### src/rtl/line_mem_bridge.sv
// Bridges one cache line fill or writeback at a time onto a beat-wide burst memory bus.
// Writes take priority over reads arriving in the same cycle so a writeback always precedes its refill.
module line_mem_bridge #(
    parameter  int BYTES_PER_LINE = 64,
    parameter  int BEAT_WIDTH     = 64,
    localparam int LINE_BITS      = BYTES_PER_LINE * 8,
    localparam int BEATS          = LINE_BITS / BEAT_WIDTH,
    localparam int OFFSET_SIZE    = $clog2(BYTES_PER_LINE)
) (
    input  logic                  clk,
    input  logic                  reset,
    input  logic [63:0]           S_R_ADDR,
    input  logic                  S_R_ADDR_VALID,
    output logic [LINE_BITS-1:0]  S_R_DATA,
    output logic                  S_R_DATA_VALID,
    input  logic                  S_W_VALID,
    input  logic [63:0]           S_W_ADDR,
    input  logic [LINE_BITS-1:0]  S_W_DATA,
    output logic                  S_W_READY,
    output logic                  S_W_COMPLETE,
    output logic [63:0]           M_ADDR,
    output logic                  M_ADDR_VALID,
    input  logic                  M_ADDR_READY,
    output logic                  M_WRITE,
    output logic [BEAT_WIDTH-1:0] M_WDATA,
    output logic                  M_WDATA_VALID,
    input  logic                  M_WDATA_READY,
    input  logic [BEAT_WIDTH-1:0] M_RDATA,
    input  logic                  M_RDATA_VALID,
    input  logic                  M_BVALID
);

    localparam int CNT_W = $clog2(BEATS);
    localparam logic [CNT_W-1:0] LAST_BEAT = CNT_W'(BEATS - 1);

    typedef enum logic [2:0] {
        IDLE, R_ADDR, R_DATA, R_DONE, W_ADDR, W_DATA, W_RESP, W_DONE
    } state_t;

    state_t                r_state;
    state_t                w_state_next;
    logic [CNT_W-1:0]      r_cnt;
    logic [63:0]           r_addr;
    logic [LINE_BITS-1:0]  r_line;
    logic [LINE_BITS-1:0]  r_rdata;
    logic [BEAT_WIDTH-1:0] w_beat [BEATS];
    logic                  w_last;

    function automatic logic [63:0] align(input logic [63:0] addr);
        return {addr[63:OFFSET_SIZE], {OFFSET_SIZE{1'b0}}};
    endfunction

    genvar gi;
    generate
        for (gi = 0; gi < BEATS; gi++) begin : g_beat
            assign w_beat[gi] = r_line[gi*BEAT_WIDTH +: BEAT_WIDTH];
        end
    endgenerate

    assign w_last   = (r_cnt == LAST_BEAT);
    assign S_R_DATA = r_rdata;

    always_ff @(posedge clk or negedge reset) begin
        if (!reset) begin
            r_state <= IDLE;
        end else begin
            r_state <= w_state_next;
        end
    end

    always_comb begin
        w_state_next   = r_state;
        S_W_READY      = 1'b0;
        S_R_DATA_VALID = 1'b0;
        S_W_COMPLETE   = 1'b0;
        M_ADDR         = '0;
        M_ADDR_VALID   = 1'b0;
        M_WRITE        = 1'b0;
        M_WDATA        = '0;
        M_WDATA_VALID  = 1'b0;
        case (r_state)
            IDLE: begin
                S_W_READY = 1'b1;
                if (S_W_VALID) begin
                    w_state_next = W_ADDR;
                end else if (S_R_ADDR_VALID) begin
                    w_state_next = R_ADDR;
                end
            end
            R_ADDR: begin
                M_ADDR_VALID = 1'b1;
                M_ADDR       = r_addr;
                if (M_ADDR_READY) w_state_next = R_DATA;
            end
            R_DATA: begin
                if (M_RDATA_VALID && w_last) w_state_next = R_DONE;
            end
            R_DONE: begin
                S_R_DATA_VALID = 1'b1;
                w_state_next   = IDLE;
            end
            W_ADDR: begin
                M_ADDR_VALID = 1'b1;
                M_WRITE      = 1'b1;
                M_ADDR       = r_addr;
                if (M_ADDR_READY) w_state_next = W_DATA;
            end
            W_DATA: begin
                M_WDATA_VALID = 1'b1;
                M_WDATA       = w_beat[r_cnt];
                if (M_WDATA_READY && w_last) w_state_next = W_RESP;
            end
            W_RESP: begin
                if (M_BVALID) w_state_next = W_DONE;
            end
            W_DONE: begin
                S_W_COMPLETE = 1'b1;
                w_state_next = IDLE;
            end
            default: w_state_next = IDLE;
        endcase
    end

    // r_line carries the writeback line or the fill under assembly; r_rdata only changes when a fill completes.
    always_ff @(posedge clk or negedge reset) begin
        if (!reset) begin
            r_cnt   <= '0;
            r_addr  <= '0;
            r_line  <= '0;
            r_rdata <= '0;
        end else begin
            case (r_state)
                IDLE: begin
                    if (S_W_VALID) begin
                        r_addr <= align(S_W_ADDR);
                        r_line <= S_W_DATA;
                    end else if (S_R_ADDR_VALID) begin
                        r_addr <= align(S_R_ADDR);
                    end
                end
                R_DATA: begin
                    if (M_RDATA_VALID) begin
                        r_line[r_cnt*BEAT_WIDTH +: BEAT_WIDTH] <= M_RDATA;
                        if (w_last) begin
                            r_cnt   <= '0;
                            r_rdata <= {M_RDATA, r_line[LINE_BITS-BEAT_WIDTH-1:0]};
                        end else begin
                            r_cnt <= r_cnt + CNT_W'(1);
                        end
                    end
                end
                W_DATA: begin
                    if (M_WDATA_READY) begin
                        r_cnt <= w_last ? '0 : r_cnt + CNT_W'(1);
                    end
                end
                default: ;
            endcase
        end
    end

endmodule
### config.mk
export PLATFORM = sky130hd
export DESIGN_NAME = line_mem_bridge
export DESIGN_NICKNAME = d
export VERILOG_FILES = /design/src/rtl/line_mem_bridge.sv
export SDC_FILE = /design/constraint.sdc
export NUM_CORES = 2
export LEC_CHECK = 0
export CORE_AREA = 3 3 528 530
export DETAILED_ROUTE_END_ITERATION = 12
export DIE_AREA = 0 0 531 533
export HOLD_SLACK_MARGIN = 0.15
export PLACE_DENSITY = 0.33
export REMOVE_ABC_BUFFERS = 1
export SLEW_MARGIN = 30
export SYNTH_ARGS = -nofsm -noshare
export SYNTH_HDL_FRONTEND = slang
export SYNTH_SLANG_ARGS = --single-unit
### constraint.sdc
create_clock -name clk -period 10.1 [get_ports clk]
set_input_delay 2.525 -clock clk [delete_from_list [all_inputs] [get_ports clk]]
set_output_delay 2.525 -clock clk [all_outputs]
set_load 0.005 [all_outputs]
==> results by group <==
Status
  – Status: finished, final reports clean

Pwr
  – Power density cells: 302 nW/um^2
  – Clock share of power: 25.5%
  – NetSw: 8.05 mW
  – P_int: 13.9 mW
  – Leak pwr: 30.4 nW
  – Sw Share: 36.7%
  – Worst vdd ir: 0.177 mV
  – Combinational share of power: 39.7%
  – Seq pwr share: 34.8%

Placed design
  – Placed inst area: 67,400 sq um
  – GPL Wtd Cong: 0.861
  – Detail Placement HPWL: 220 mm
  – I/O Buffers: 1,339

Synthesis
  – Sequential-to-total area share from yosys stat: 54.2%
  – Synth area leader: dfrtp_1
  – Yosys warns: 0
  – Post-synth EDFFs: 0
  – Largest cells by area after synthesis: dfrtp_1 54%, mux2_2 15%, mux4_2 5.7%, a22oi_1 3.7%, nand2_1 2.5%
  – Synth Area per Inst: 12.6 sq um
  – Post-synth top area share: 54.2%
  – Commonest cells post-synth: 1,088 x dfrtp_1, 652 x mux2_2, 331 x nand2_1
  – Synth unique cells: 46
  – Synthesized area: 50,200 sq um
  – Synth Register Bits: 1,088
  – Count leader, synth: dfrtp_1
  – Async S/R FF share, synth: 100%
  – Cell count after synthesis: 3,994
  – Primary FF master, synth: dfrtp_1

Clock tree
  – Post-CTS Hold Buffers: 0
  – Clock Path Buffers: 4
  – Clock transition at path regs: 60 ps
  – Post_cts resized: 0
  – CTS sink count: 1,088
  – CTS root buffer: clkbuf_16
  – Worst-Skew Late Latency: 820 ps
  – Setup Buffers After CTS: 0
  – Inserted Clock Buffers: 161
  – CTS H-tree lvls: 4
  – TritonCTS clock tree: built

STA
  – Min cycle time layout: 6730 ps
  – Count of final max-slew check failures: 0
  – Final setup TNS: 0 ps
  – RSZ-0062 raised after global routing: no
  – # setup viols final: 0
  – Fin crit share: 66.6%
  – Slew HR: 30.9%
  – Layout Skew: 75.5 ps
  – Slew @ Worst Pin: 1040 ps
  – Hold Vio Cnt, Final: 0
  – Fmax: 149 MHz

Global route
  – First-pass GRT wire length: 413 mm
  – GRT Util Overall: 21.3%
  – Vias in the first global route: 42,600
  – Pin count of the biggest net entering global routing: 136
  – Grt ovf: 0
  – Initial antenna violation count: 159

Routing
  – DRT Pass-1 Iters: 7
  – DRT iter0 DRCs: 2,268
  – WL/cell: 34.8 um
  – Wirelength, routed: 311 mm
  – Remaining DRCs: 0
  – Post-route antenna net violation count: 0
  – Vias: 40,100
  – Drt via density: 4.49

Floorplan
  – Rows: 192
  – Die width: 531 um
  – DIE HEIGHT: 533 um
  – Die footprint: 283,000 sq um
  – Starting Density: 18.3%
  – Num ports: 1,358
  – Core Footprint: 274,000 sq um

Flow run
  – Max-Cap Viols: 0

Setup path
  – Crit. End Element: output port
  – Crit path DAT: 4200 ps
  – Crit path kind: flip-flop to output port
  – CP Data Required Time: 7580 ps
  – Startpoint types: flip-flop
  – Worst Path Max Fanout: 63

Finish
  – Area grow syn2layout: 44.7%
  – Layout cells sized above 1: 23.7%
  – NumNets Final: 5,899
  – Fin area: 72,600 sq um

Worst hold path
  – Worst Hold Class: flip-flop to flip-flop
-- metrics by stage --
step / worst slack (ps) / hold WS [ps] / power, mW / std cells / utilization (%)
finish: 3370 / 492 / 21.9 / 8927 / 26.5
global route: 3040 / 510 / 23.2 / 8885 / 26.5
CTS: 3020 / 494 / 22.4 / 8877 / 26.5
detailed placement: 3840 / 483 / 16.6 / 8606 / 24.6
global placement: 3870 / 478 / 16.6 / 8602 / 24.6
floorplan: -32070 / 451 / 11.6 / 3583 / -
-- worst max-delay path: stages, from the launching register on --
cell,delay [ps]
dfrtp_4,910
buf_12,460
mux4_2,360
nand2_1,50
a21oi_1,660
clkdlybuf4s50_1,670
-- final timing paths --
kind / from / endpoint / slack (ps) / cells past startpoint
worst max-delay path: r_cnt[0] / M_WDATA[37] / 3370 / 5
worst min-delay path: r_line[448] / r_line[448] / 490 / 1
worst max register to register: r_cnt[0] / r_line[181] / 5690 / 9
worst min register to register: r_line[448] / r_line[448] / 490 / 1
max in group asynchronous: reset / S_R_DATA[504] / 6470 / 3
min in group asynchronous: reset / r_line[246] / 1670 / 1
-- cells by family after synthesis --
logic type | count (synthesis) | share of synthesized area (%)
mux | 891 | 22.6
compound gates | 1041 | 14.7
xor+xnor | 2 | 0.0349
fa+ha+maj | 7 | 0.174
flops | 1088 | 54.2
simple gates | 490 | 4.23
other cells | 1 | 0.00747
buf+inv | 474 | 4.00
-- metal layers --
metal  track usage, %  up-vias  routed length, um
li1                 -    17100                  -
met1             26.0    21000             127000
met2             35.2     1391             147000
met3             8.25      428              28400
met4             4.85      134               7190
met5                0        -                914
-- registers in the layout (all words and copies together) (netlist names) --
signal / count
r_addr: 58
S_R_DATA: 512
r_line: 512
r_state: 3
r_cnt: 3
-- area by class of cell --
type | count | area (sq um)
Sequential cell | 1088 | 27200
Multi-Input combinational cell | 2437 | 21100
Timing Repair Buffer | 1434 | 14400
Inverter | 58 | 223
Antenna cell | 50 | 125
Tap cell | 3589 | 4490
Fill cell | 28700 | 201000
Clock inverter | 29 | 323
Clock buffer | 242 | 4760
-- power groups by stage --
stage | Clock [mW] | Sequential (mW) | Combinational (mW)
finish | 5.60 | 7.64 | 8.70
global route | 5.96 | 7.87 | 9.36
CTS | 5.81 | 7.68 | 8.95
detailed placement | 0 | 7.74 | 8.91
global placement | 0 | 7.70 | 8.88
floorplan | 0 | 7.26 | 4.36
-- cells in the final DEF (no fill, tap or decap), types with 38 or more instances in the layout --
cell and count:
clkbuf_16 163, a22o_1 139, nor2_1 66, a21oi_2 60, clkbuf_1 41, a21oi_1 193, mux2_2 652, a2bb2oi_1 64
clkdlybuf4s50_1 1337, mux4_2 128, mux2i_1 111, a22oi_2 60, a22oi_1 250, dfrtp_1 1085, diode_2 50, inv_1 57
and2_1 58, clkbuf_8 38, nand2_1 331, buf_4 76, o22ai_1 64, o21ai_0 196
No activity file was read; power rests on OpenSTA's default activity.
